### src/rtl/id_ex_stage.sv
// -----------------------------------------------------------------------------
// id_ex_stage
//
// Decode-to-execute pipeline register sitting directly in front of the ALU.
// It holds one decoded instruction and presents the ALU operands (A0, A1)
// and the ALU opcode (ALU_con). Store data and writeback control travel
// alongside to the memory stage.
//
// Build option:
//   ID_EX_FORWARD_EN  defined   : operands are forwarded from EX/MEM and
//                                 MEM/WB, and the stage stalls only on a
//                                 load-use dependency.
//                     undefined : no forwarding muxes. The stage stalls
//                                 while any older in-flight writer (EX/MEM
//                                 or MEM/WB) targets rs1 or rs2.
//
// Handshake (both sides): a transfer happens on a rising clock edge where
// valid and ready are both high. valid never depends on ready. Once valid
// is raised, the offered payload is held until the transfer. The single
// exception is the output side: while a hazard is active, out_valid drops
// and the stored entry is held unchanged.
//
// Ports:
//   clk, reset          clock (rising edge); asynchronous active-high reset
//   in_valid/in_ready   decode-side handshake
//   in_rs1_data/rs2     register-file operand values
//   in_imm              sign-extended immediate
//   in_rs1/rs2/rd       source and destination register addresses
//   in_alu_con          ALU opcode, passed through unmodified
//   in_alu_src          1: A1 takes the immediate
//   in_ctrl             {reg_write, mem_read, mem_write}
//   flush               drops the held entry and any incoming instruction
//   out_valid/out_ready execute-side handshake
//   A0, A1, ALU_con     ALU operands and opcode
//   out_store_data      forwarded rs2 value for stores
//   out_rd, out_ctrl    destination address and control for later stages
//   exmem_*             EX/MEM stage destination, control and result
//   memwb_*             MEM/WB stage destination, write enable and value
// -----------------------------------------------------------------------------
module id_ex_stage #(
    parameter int DATA_W = 32,
    parameter int REG_AW = 5
) (
    input  logic              clk,
    input  logic              reset,

    input  logic              in_valid,
    output logic              in_ready,
    input  logic [DATA_W-1:0] in_rs1_data,
    input  logic [DATA_W-1:0] in_rs2_data,
    input  logic [DATA_W-1:0] in_imm,
    input  logic [REG_AW-1:0] in_rs1,
    input  logic [REG_AW-1:0] in_rs2,
    input  logic [REG_AW-1:0] in_rd,
    input  logic [3:0]        in_alu_con,
    input  logic              in_alu_src,
    input  logic [2:0]        in_ctrl,

    input  logic              flush,

    output logic              out_valid,
    input  logic              out_ready,
    output logic [DATA_W-1:0] A0,
    output logic [DATA_W-1:0] A1,
    output logic [3:0]        ALU_con,
    output logic [DATA_W-1:0] out_store_data,
    output logic [REG_AW-1:0] out_rd,
    output logic [2:0]        out_ctrl,

    input  logic [REG_AW-1:0] exmem_rd,
    input  logic [2:0]        exmem_ctrl,
    input  logic [DATA_W-1:0] exmem_result,
    input  logic [REG_AW-1:0] memwb_rd,
    input  logic              memwb_reg_write,
    input  logic [DATA_W-1:0] memwb_result
);

    // Bit positions inside a {reg_write, mem_read, mem_write} control word.
    localparam int CTRL_REG_WRITE = 2;
    localparam int CTRL_MEM_READ  = 1;

    // -------------------------------------------------------------------------
    // Stored entry
    // -------------------------------------------------------------------------
    logic              full_q,     full_d;
    logic [DATA_W-1:0] rs1_data_q, rs1_data_d;
    logic [DATA_W-1:0] rs2_data_q, rs2_data_d;
    logic [DATA_W-1:0] imm_q,      imm_d;
    logic [REG_AW-1:0] rs1_q,      rs1_d;
    logic [REG_AW-1:0] rs2_q,      rs2_d;
    logic [REG_AW-1:0] rd_q,       rd_d;
    logic [3:0]        alu_con_q,  alu_con_d;
    logic              alu_src_q,  alu_src_d;
    logic [2:0]        ctrl_q,     ctrl_d;

    // -------------------------------------------------------------------------
    // Hazard detection and operand selection
    // -------------------------------------------------------------------------
    logic              hazard;
    logic [DATA_W-1:0] fwd_rs1;
    logic [DATA_W-1:0] fwd_rs2;
    logic              accept;
    logic              dequeue;

`ifdef ID_EX_FORWARD_EN
    logic exmem_is_load;
    logic exmem_is_alu_write;
    logic unused_inputs;

    // A load in EX/MEM has no data yet; it is only usable one stage later.
    assign exmem_is_load      = exmem_ctrl[CTRL_REG_WRITE] && exmem_ctrl[CTRL_MEM_READ];
    assign exmem_is_alu_write = exmem_ctrl[CTRL_REG_WRITE] && !exmem_ctrl[CTRL_MEM_READ];

    // x0 is hard-wired, so a load targeting it never creates a dependency.
    assign hazard = full_q && exmem_is_load && (exmem_rd != '0) &&
                    ((exmem_rd == rs1_q) || (exmem_rd == rs2_q));

    // The younger producer (EX/MEM) wins over MEM/WB; x0 is never forwarded.
    always_comb begin
        fwd_rs1 = rs1_data_q;
        if (rs1_q != '0) begin
            if (exmem_is_alu_write && (exmem_rd == rs1_q)) begin
                fwd_rs1 = exmem_result;
            end else if (memwb_reg_write && (memwb_rd == rs1_q)) begin
                fwd_rs1 = memwb_result;
            end
        end
    end

    always_comb begin
        fwd_rs2 = rs2_data_q;
        if (rs2_q != '0) begin
            if (exmem_is_alu_write && (exmem_rd == rs2_q)) begin
                fwd_rs2 = exmem_result;
            end else if (memwb_reg_write && (memwb_rd == rs2_q)) begin
                fwd_rs2 = memwb_result;
            end
        end
    end

    // The mem_write bit of EX/MEM has no bearing on operand hazards.
    assign unused_inputs = exmem_ctrl[0];
`else
    logic rs1_busy;
    logic rs2_busy;
    logic unused_inputs;

    // Without bypassing, wait until every older writer of a source has
    // retired into the register file.
    always_comb begin
        rs1_busy = 1'b0;
        if (rs1_q != '0) begin
            rs1_busy = (exmem_ctrl[CTRL_REG_WRITE] && (exmem_rd == rs1_q)) ||
                       (memwb_reg_write && (memwb_rd == rs1_q));
        end
    end

    always_comb begin
        rs2_busy = 1'b0;
        if (rs2_q != '0) begin
            rs2_busy = (exmem_ctrl[CTRL_REG_WRITE] && (exmem_rd == rs2_q)) ||
                       (memwb_reg_write && (memwb_rd == rs2_q));
        end
    end

    assign hazard  = full_q && (rs1_busy || rs2_busy);
    assign fwd_rs1 = rs1_data_q;
    assign fwd_rs2 = rs2_data_q;

    // Result buses and the remaining control bits only matter for bypassing.
    assign unused_inputs = ^{exmem_ctrl[1:0], exmem_result, memwb_result};
`endif

    // -------------------------------------------------------------------------
    // Handshake
    // -------------------------------------------------------------------------
    assign out_valid = full_q && !hazard;
    assign dequeue   = out_valid && out_ready;
    // Pass-through: a new entry may land on the same edge the old one leaves.
    assign in_ready  = !full_q || dequeue;
    assign accept    = in_valid && in_ready && !flush;

    // -------------------------------------------------------------------------
    // Next-state logic
    // -------------------------------------------------------------------------
    always_comb begin
        full_d     = full_q;
        rs1_data_d = rs1_data_q;
        rs2_data_d = rs2_data_q;
        imm_d      = imm_q;
        rs1_d      = rs1_q;
        rs2_d      = rs2_q;
        rd_d       = rd_q;
        alu_con_d  = alu_con_q;
        alu_src_d  = alu_src_q;
        ctrl_d     = ctrl_q;

        if (flush) begin
            // Flush beats both accept and dequeue; fields keep stale values
            // but are masked by full_q.
            full_d = 1'b0;
        end else if (accept) begin
            full_d     = 1'b1;
            rs1_data_d = in_rs1_data;
            rs2_data_d = in_rs2_data;
            imm_d      = in_imm;
            rs1_d      = in_rs1;
            rs2_d      = in_rs2;
            rd_d       = in_rd;
            alu_con_d  = in_alu_con;
            alu_src_d  = in_alu_src;
            ctrl_d     = in_ctrl;
        end else if (dequeue) begin
            full_d = 1'b0;
        end
    end

    // -------------------------------------------------------------------------
    // State registers
    // -------------------------------------------------------------------------
    always_ff @(posedge clk or posedge reset) begin
        if (reset) begin
            full_q     <= 1'b0;
            rs1_data_q <= '0;
            rs2_data_q <= '0;
            imm_q      <= '0;
            rs1_q      <= '0;
            rs2_q      <= '0;
            rd_q       <= '0;
            alu_con_q  <= '0;
            alu_src_q  <= 1'b0;
            ctrl_q     <= '0;
        end else begin
            full_q     <= full_d;
            rs1_data_q <= rs1_data_d;
            rs2_data_q <= rs2_data_d;
            imm_q      <= imm_d;
            rs1_q      <= rs1_d;
            rs2_q      <= rs2_d;
            rd_q       <= rd_d;
            alu_con_q  <= alu_con_d;
            alu_src_q  <= alu_src_d;
            ctrl_q     <= ctrl_d;
        end
    end

    // -------------------------------------------------------------------------
    // Outputs
    // -------------------------------------------------------------------------
    assign A0             = fwd_rs1;
    assign A1             = alu_src_q ? imm_q : fwd_rs2;
    assign ALU_con        = alu_con_q;
    assign out_store_data = fwd_rs2;
    assign out_rd         = rd_q;
    assign out_ctrl       = ctrl_q;

endmodule

### config.mk
export PLATFORM = sky130hd
export DESIGN_NAME = id_ex_stage
export DESIGN_NICKNAME = d
export VERILOG_FILES = /design/src/rtl/id_ex_stage.sv
export SDC_FILE = /design/constraint.sdc
export NUM_CORES = 1
export LEC_CHECK = 0
export ABC_CLOCK_PERIOD_IN_PS = 3200
export BUFFER_PORTS_ARGS = -buffer_cell sky130_fd_sc_hd__buf_2
export CAP_MARGIN = 20
export CORE_UTILIZATION = 46
export CTS_CLUSTER_SIZE = 30
export DETAILED_ROUTE_END_ITERATION = 8
export GPL_TIMING_DRIVEN = 0
export PLACE_DENSITY_LB_ADDON = 0.25
export SYNTH_ARGS = -nofsm -noshare
export SYNTH_HDL_FRONTEND = slang
export SYNTH_SLANG_ARGS = --single-unit
### constraint.sdc
create_clock -name clk -period 3.2 [get_ports clk]
set_input_delay 0 -clock clk [delete_from_list [all_inputs] [get_ports clk]]
set_output_delay 0 -clock clk [all_outputs]
set_load 0.05 [all_outputs]
# [Word level (Yosys, flattened, before mapping)]
# Cells that the tools add are included.
[word_totals] register_bits=120 wordCells=41
[op_classes] n_eq_ne=4 mux=6 bitwise_logic=1 n_reduce_logical=20
[op_table] cell="32-bit 2-to-1 mux" n=1
[op_table] cell="5-bit equality test" n=4
[op_table] cell="5-bit nonzero test" n=2
[op_table] cell="1-bit logical AND" n=9
[op_table] cell="1-bit 2-to-1 mux" n=5
[op_table] cell="1-bit logical OR" n=4
[op_table] cell="1-bit logical NOT" n=3
[op_table] cell="3-bit nonzero test" n=1
[op_table] cell="2-bit AND reduction" n=1
[op_table] cell="1-bit NOT" n=1

# [Longest topological paths before layout]
# Gate-level depths: netlist of run 1.
[logic_depth] word_depth=14 depth_mapped=7 ltp_nobuf=5

# [Least setup slack after synthesis of run 1]
# Ideal clock, no wire load.
[synth_timing] path_kind="register -> register" from="register rs1_q[1]" to="register full_q" setup_time_ns=0.206 t_arrival_ns=3.260 t_required_ns=2.994 slack_ns=-0.267 stages_incl_launch_ff=7 n_path_buf=1 period_less_slack_ns=3.467 path_cell_list="dfrtp_1 or4_1 nor2_1 nor3_1 clkbuf_1 o41ai_1 a21oi_1"
[synth_via] elab_chain_len=14 elab_cells_between_ends=18
[synth_rtl] item="start, declared" line_no="89" text="logic [REG_AW-1:0] rs1_q, rs1_d;"
[synth_rtl] item="start signal, assigned" line_no="238" text="rs1_q <= rs1_d;"
[synth_rtl] item="5-bit equality test (on tied branches)" line_no="153, 154"
[synth_rtl] item="1-bit logical AND (on tied branches)" line_no="153, 154"
[synth_rtl] item="1-bit logical OR" line_no="153" text="rs1_busy = (exmem_ctrl[CTRL_REG_WRITE] && (exmem_rd == rs1_q)) ||"
[synth_rtl] item="1-bit 2-to-1 mux (*)" line_no="152" text="if (rs1_q != '0) begin"
[synth_rtl] item="1-bit logical OR (*)" line_no="166" text="assign hazard = full_q && (rs1_busy || rs2_busy);"
[synth_rtl] item="1-bit logical AND (*)" line_no="166"
[synth_rtl] item="1-bit logical NOT (*)" line_no="177" text="assign out_valid = full_q && !hazard;"
[synth_rtl] item="1-bit logical AND (*)" line_no="177"
[synth_rtl] item="1-bit logical AND (*)" line_no="178" text="assign dequeue = out_valid && out_ready;"
[synth_rtl] item="1-bit logical OR (*)" line_no="180" text="assign in_ready = !full_q || dequeue;"
[synth_rtl] item="net in_ready" line_no="48" text="output logic in_ready,"
[synth_rtl] item="1-bit logical AND (*) (2 in a row)" line_no="181" text="assign accept = in_valid && in_ready && !flush;"
[synth_rtl] item="1-bit 2-to-1 mux" line_no="202" text="end else if (accept) begin"
[synth_rtl] item="1-bit 2-to-1 mux" line_no="198" text="if (flush) begin"
[synth_rtl] item="end signal, assigned" line_no="234" text="full_q <= full_d;"
[synth_rtl] item="end, declared" line_no="85" text="logic full_q, full_d;"
# Mark *: on every way through the listed nets, which the timed path passes. The rest lies on a longest branch.
# A chain may end at the register's enable or synchronous reset.

# [Final worst setup path of run 1]
[layout_timing] from="register full_q" to="register rs2_data_q[23] (netlist: out_store_data[23])"
[layout_via] elab_chain_len=8 elab_cells_between_ends=9
[layout_rtl] item="1-bit logical AND" line_no="166"
[layout_rtl] item="1-bit logical NOT" line_no="177"
[layout_rtl] item="1-bit logical AND" line_no="177"
[layout_rtl] item="1-bit logical AND" line_no="178"
[layout_rtl] item="1-bit logical OR (*)" line_no="180"
[layout_rtl] item="1-bit logical AND (*) (2 in a row)" line_no="181"
[layout_rtl] item="2-bit AND reduction (no source line) (*)"
[layout_rtl] item="end signal, assigned" line_no="236" text="rs2_data_q <= rs2_data_d;"
[layout_rtl] item="end, declared" line_no="87" text="logic [DATA_W-1:0] rs2_data_q, rs2_data_d;"
# Mark *: on every way between the ends. The rest lies on a longest branch, timed or not.

==> results.cfg, run 1 <==
[logic_synthesis]
synth_flop_cell = dfrtp_1
yosys_warnings = 0
synth_largest_area_cell = dfrtp_1
synth_most_common_cell = inv_1
syn_area_sq_um = 8310
yosysSeqAreaShare_pct = 36.2
synth_common_cells = 123 x inv_1, 120 x dfrtp_1, 119 x nor2b_1, 119 x o31ai_1
async_flop_share_pct = 100
synth-edff-count = 0
syn_inst = 900
syn-num-nets = 1102
synth_cell_types = 28
synthTopCellsByArea = dfrtp_1 36%, o311ai_1 12%, o31ai_1 11%
syn_avg_cell_area_sq_um = 9.23
synthDominantCellAreaShare_pct = 36.2
synth-seq-cells = 120

[placement]
placed_cell_area_sq_um = 9850
portBuffers = 245
hpwl_microns = 18900
dp_slack_ns = 0.362
gp_congestion = 0.849

[worst_setup_path]
path_cells = nor3_1 -> clkbuf_1 -> clkbuf_1 -> buf_1 -> a22oi_1 -> o311ai_1
critPathArrivalTime_ns = 3.29
rrSetupSlack_ns = 0.18
cp_slowest_stage_delay_ns = 0.68
worstReg2RegStart = full_q$_DFFE_PP0P_
rr_worst_depth = 6
cpMaxStageDelayCell = clkbuf_1
crit_required_ns = 3.48
cpMostUsedCell = clkbuf_1
critPathCaptureType = flip-flop
start_kind = flip-flop
worstSetupPathType = flip-flop to flip-flop
r2r_end = out_store_data[23]$_DFFE_PP0P_
path_max_fanout = 10

[timing]
worst_pin_slew_ns = 0.906
post-route-period-util_pct = 94.3
setup_violations = 0
rsz0062_at_grt = no
worst_slack_ns = 0.184
max_slew_margin_pct = 39.6
finalMaxSlewViolations = 0
hold_viol_final = 0
max_freq_mhz = 332
finalClockSkew_ns = 0.0102
period_needed_ns = 3.02
holdWs_ns = 0.161
finalSetupTns_ns = 0

[drt]
drc = 0
vias = 9327
wl_per_cell_microns = 19.3
avgViaCountPerCell = 6.12
ant_nets = 0
drt_first_pass_iters = 5
drt-initial-drc-count = 951
routed_wl_microns = 29500

[clocking]
cts-root-buf = clkbuf_16
cts_htree_levels = 4
cts_buffers = 17
tritoncts = done
cts.clk_slew.worst_paths_ns = 0.06
clk_path_buf_depth = 2
post_cts_buffers = 0
clk-insertion-delay-late_ns = 0.42
cts_resized = 0
cts.sinks = 120

[layout]
layout-area-overhead-vs-synth_pct = 40.3
drive_gt1_share_pct = 26.1
nets = 1488
design_area_sq_um = 11700
fin_util_pct = 66.7
fillers = 1368

[global_routing]
grtUsageMet2_pct = 50.8
grt_pass1_vias = 8941
grt_pass1_wl_microns = 45800
grt_antenna_before_repair = 1
grt-ovfl-total = 0
grt_use_total_pct = 31.6
grt_use_met3_pct = 6.30
grt.busiest_layer = met2
grt_max_degree = 80
grt_use_met1_pct = 40.2

[run]
max_cap_viol_count = 0

[floorplanning]
core_sq_um = 17500
dieArea_sq_um = 18600
die_w_microns = 136
fp.dieH_microns = 136
pin_count = 312
start_util_pct = 47.5
num_rows = 48

[power_and_ir_drop]
p_leak_nw = 5.83
ir_drop_mv = 0.548
p_per_area_nw_per_um2 = 704

[worst_hold_path]
min_path_type = input pin to async pin

[status]
status = finished, final reports clean
-- per-layer routing --
metal	vias up	wire length, microns
met3	81	2370
li1	4207	-
met1	4488	12200
met2	551	14000
met5	-	0
met4	0	966
-- how the worst max path moves through the flow --
stage                                    start                             end  slack [ns]  depth (start not counted)
after floorplan                          reset               A0[0]$_DFFE_PP0P_        0.01                          1
after global placement                   reset               A0[6]$_DFFE_PP0P_       -1.75                          2
after detailed placement    full_q$_DFFE_PP0P_              A0[12]$_DFFE_PP0P_        0.36                          6
after CTS                 rs1_q[1]$_DFFE_PP0P_                       out_valid        0.22                          7
after global routing        full_q$_DFFE_PP0P_  out_store_data[23]$_DFFE_PP0P_        0.11                          6
final                       full_q$_DFFE_PP0P_  out_store_data[23]$_DFFE_PP0P_        0.18                          6
-- sequential cells by signal, summed over array words and instances (netlist names) --
| signal | cells |
|---|---|
| A0 | 32 |
| ALU_con | 4 |
| alu_src_q | 1 |
| full_q | 1 |
| imm_q | 32 |
| out_ctrl | 3 |
| out_rd | 5 |
| out_store_data | 32 |
| rs1_q | 5 |
| rs2_q | 5 |
-- where the power goes --
group / total [mW] / leakage (nW) / internal, mW / switching (mW)
combinational: 4.04 / 4.10 / 1.31 / 2.73
sequential: 2.24 / 1.46 / 1.93 / 0.304
clock: 1.92 / 0.269 / 1.15 / 0.774
-- kinds of logic (layout without fill, tap and decap cells) --
logic type                Yosys count  in the layout  share of synthesized area (%)
muxes                              32             32                           4.34
buffers and inverters             231            630                           12.6
DFF                               120            120                           36.2
AOI/OAI and AO/OA                 363            363                           34.8
xor gates and xnor gates           20             20                           2.11
and+or+nand+nor                   134            134                           9.96
other                               0              1                              0
-- layout make-up --
cell class                      instances  area [sq um]  share of cell area (%)
Tap cell                              225           282                    2.42
Clock buffer                           18           429                    3.68
Buffer                                107           584                    5.01
Antenna cell                            1          2.50                  0.0215
Timing Repair Buffer                  368          2470                    21.2
Multi-Input combinational cell        549          4260                    36.6
Sequential cell                       120          3000                    25.8
Inverter                              123           467                    4.00
Clock inverter                         14           151                    1.30
-- through the flow --
step / total power [mW] / cells
after floorplan: 5.17 / 900
after global placement: 6.07 / 1370
after detailed placement: 6.12 / 1371
after CTS: 8.18 / 1524
after global routing: 8.56 / 1525
final: 8.20 / 1525
-- placed cells by master (no fill, tap or decap), drive strengths merged --
| master | count |
|---|---|
| or4 | 2 |
| o31ai | 119 |
| nor2b | 119 |
| nand2 | 2 |
| diode | 1 |
| clkinv | 5 |
| nor2 | 2 |
| nand4 | 3 |
| xor2 | 6 |
| dlygate4sd3 | 122 |
| xnor2 | 14 |
| o311ai | 119 |
| mux2 | 32 |
| a211oi | 1 |
| a21oi | 1 |
| nor3 | 3 |
| clkinvlp | 5 |
| or3 | 1 |
| clkbuf | 96 |
| a2111o | 1 |
| bufinv | 2 |
| o41ai | 1 |
| a21o | 1 |
| o211a | 1 |
| a22oi | 119 |
| buf | 275 |
| inv | 125 |
| dfrtp | 120 |
| nor4 | 2 |
-- worst max-delay path: cells and delay by family, from the launching register on --
family / cells / cell delay (ns)
simple gates: 1 / 0.52
flops: 1 / 0.40
buf+inv: 3 / 1.59
compound gates: 2 / 0.35
-- repair_timing --
item	CTS	global route
hold buffers	122	0
endpoints found under the hold margin	161	0
endpoints found under the setup margin	1	0
Power figures use the tool's default switching activity.
==> run 2: changes to the inputs <==
--- a/config.mk
+++ b/config.mk
@@ -8,7 +8,10 @@
 export ABC_CLOCK_PERIOD_IN_PS = 3200
 export BUFFER_PORTS_ARGS = -buffer_cell sky130_fd_sc_hd__buf_2
 export CAP_MARGIN = 20
-export CORE_UTILIZATION = 46
+export CELL_PAD_IN_SITES_DETAIL_PLACEMENT = 2
+export CELL_PAD_IN_SITES_GLOBAL_PLACEMENT = 2
+export CORE_MARGIN = 2
+export CORE_UTILIZATION = 26
 export CTS_CLUSTER_SIZE = 30
 export DETAILED_ROUTE_END_ITERATION = 8
 export GPL_TIMING_DRIVEN = 0
==> results.cfg, run 2 (synthesis results as in run 1) <==
[timing]
max_freq_mhz = 332
finalMaxSlewViolations = 0
period_needed_ns = 3.02
hold_viol_final = 0
worst_pin_slew_ns = 1.06
holdWs_ns = 0.229
finalSetupTns_ns = 0
post-route-period-util_pct = 94.3
finalClockSkew_ns = 0.0143
setup_violations = 0
rsz0062_at_grt = no
worst_slack_ns = 0.183
max_slew_margin_pct = 29.2

[drt]
ant_nets = 0
avgViaCountPerCell = 5.40
routed_wl_microns = 38700
drc = 0
wl_per_cell_microns = 22.7
vias = 9194
drt-initial-drc-count = 457
drt_first_pass_iters = 5

[worst_setup_path]
worstSetupPathType = flip-flop to flip-flop
crit_required_ns = 3.47
crit_family = simple AND/OR/NAND/NOR gates
critPathArrivalTime_ns = 3.28
critPathCaptureType = flip-flop
path_cells = or4_1 -> nor2_1 -> nor4_1 -> or3_1 -> buf_2 -> clkbuf_1 -> o311ai_1
cpMaxStageDelayCell = or4_1
path_max_fanout = 19
critPathBufInv = 2
cp_slowest_stage_delay_ns = 0.55
start_kind = flip-flop

[layout]
drive_gt1_share_pct = 26.4
design_area_sq_um = 11900
regArea_sq_um = 3000
final_common_cell = buf_2
fillers = 3461
final_cell_mix = 247 x buf_2, 122 x inv_1, 122 x dlygate4sd3_1
multi_input_area_sq_um = 4260
fin_util_pct = 38.0
nets = 1488
layout-area-overhead-vs-synth_pct = 43.8
fin_cells = 1703

[clocking]
cts_htree_levels = 4
cts.sinks = 120
clk-insertion-delay-late_ns = 0.43
tritoncts = done
clk_path_buf_depth = 2
cts_buffers = 17
cts.clk_slew.worst_paths_ns = 0.07
cts-root-buf = clkbuf_16
post_cts_buffers = 0

[power_and_ir_drop]
p_per_area_nw_per_um2 = 721
seqPwrFrac_pct = 26.2
p_sw_share_pct = 46.6
clkPwrFrac_pct = 25.5
power_mw = 8.61
p_leak_nw = 5.88
p_comb_share_pct = 48.3
ir_drop_mv = 0.337
p_int_mw = 4.60
power_switching_mw = 4.01

[global_routing]
grt-ovfl-total = 0
grt_antenna_before_repair = 0
grt_max_degree = 63
grt_pass1_vias = 10300
grt_pass1_wl_microns = 60900
grt_use_total_pct = 23.3

[status]
status = finished, final reports clean

[placement]
hpwl_microns = 25900
portBuffers = 245
dp.cells = 1548
dp_slack_ns = 0.0996
gp_congestion = 0.771
placed_cell_area_sq_um = 10100

[floorplanning]
num_rows = 65
fp.dieH_microns = 183
die_w_microns = 183
core_sq_um = 31500
dieArea_sq_um = 33400
pin_count = 312
start_util_pct = 26.4

[run]
max_cap_viol_count = 0

[worst_hold_path]
min_path_type = input pin to async pin
## run 2: changes by cell type in the layout (fill, tap and decap cells not counted)
cell,change
clkbuf_2,+3
clkbuf_8,+2
clkbuf_1,-4
bufinv_16,+2
clkinvlp_4,-3
clkinv_4,+1
diode_2,+1
clkinv_2,-1
## run 2: final timing paths
kind / slack, ns / from / cells past startpoint / endpoint
worst max-delay path: 0.18 / rs2_q[2]$_DFFE_PP0P_ / 7 / out_store_data[25]$_DFFE_PP0P_
worst min-delay path: 0.23 / reset / 3 / A0[8]$_DFFE_PP0P_
worst max register to register: 0.18 / rs2_q[2]$_DFFE_PP0P_ / 7 / out_store_data[25]$_DFFE_PP0P_
worst min register to register: 0.70 / ALU_con[3]$_DFFE_PP0P_ / 3 / ALU_con[3]$_DFFE_PP0P_
max in group asynchronous: 2.18 / reset / 4 / rs1_q[2]$_DFFE_PP0P_
min in group clk: 0.38 / in_rs2_data[13] / 4 / out_store_data[13]$_DFFE_PP0P_
## run 2: worst min-delay path, cell delays in order
cell,delay (ns)
dlygate4sd3_1,0.53
buf_2,0.15
inv_6,0.47
## run 2: area by class of cell
type | instances | share of cell area [%]
clock inverters | 13 | 1.61
multi-input cells | 549 | 35.7
flip-flops and latches | 120 | 25.1
diodes | 2 | 0.0419
clock buffers | 19 | 3.79
plain buffers | 107 | 4.92
repair buffers | 368 | 20.7
inverters | 123 | 3.91
well taps | 402 | 4.21
## run 2: power groups by stage
stage	Clock [mW]	Sequential [mW]	Combinational, mW
2_1_floorplan	0	3.10	2.08
3_3_place_gp	0	2.27	3.93
3_5_place_dp	0	2.27	4.01
4_1_cts	2.24	2.26	4.15
5_1_grt	2.29	2.31	4.42
6_report	2.20	2.26	4.16
## run 2: routing by layer
metal	part of all wire (%)	track usage, %	vias up
li1	-	-	4199
met1	46	30.7	4715
met2	49	39.5	244
met3	3.7	3.83	36
met4	1.5	6.06	0
met5	0	0	-
## run 2: what timing repair did
item | 4_1_cts | 5_1_grt
hold buffers | 122 | 0
pin swaps | 0 | 0
setup endpoints to repair | 1 | 69
hold endpoints to repair | 181 | 0
resized for setup | 0 | 9
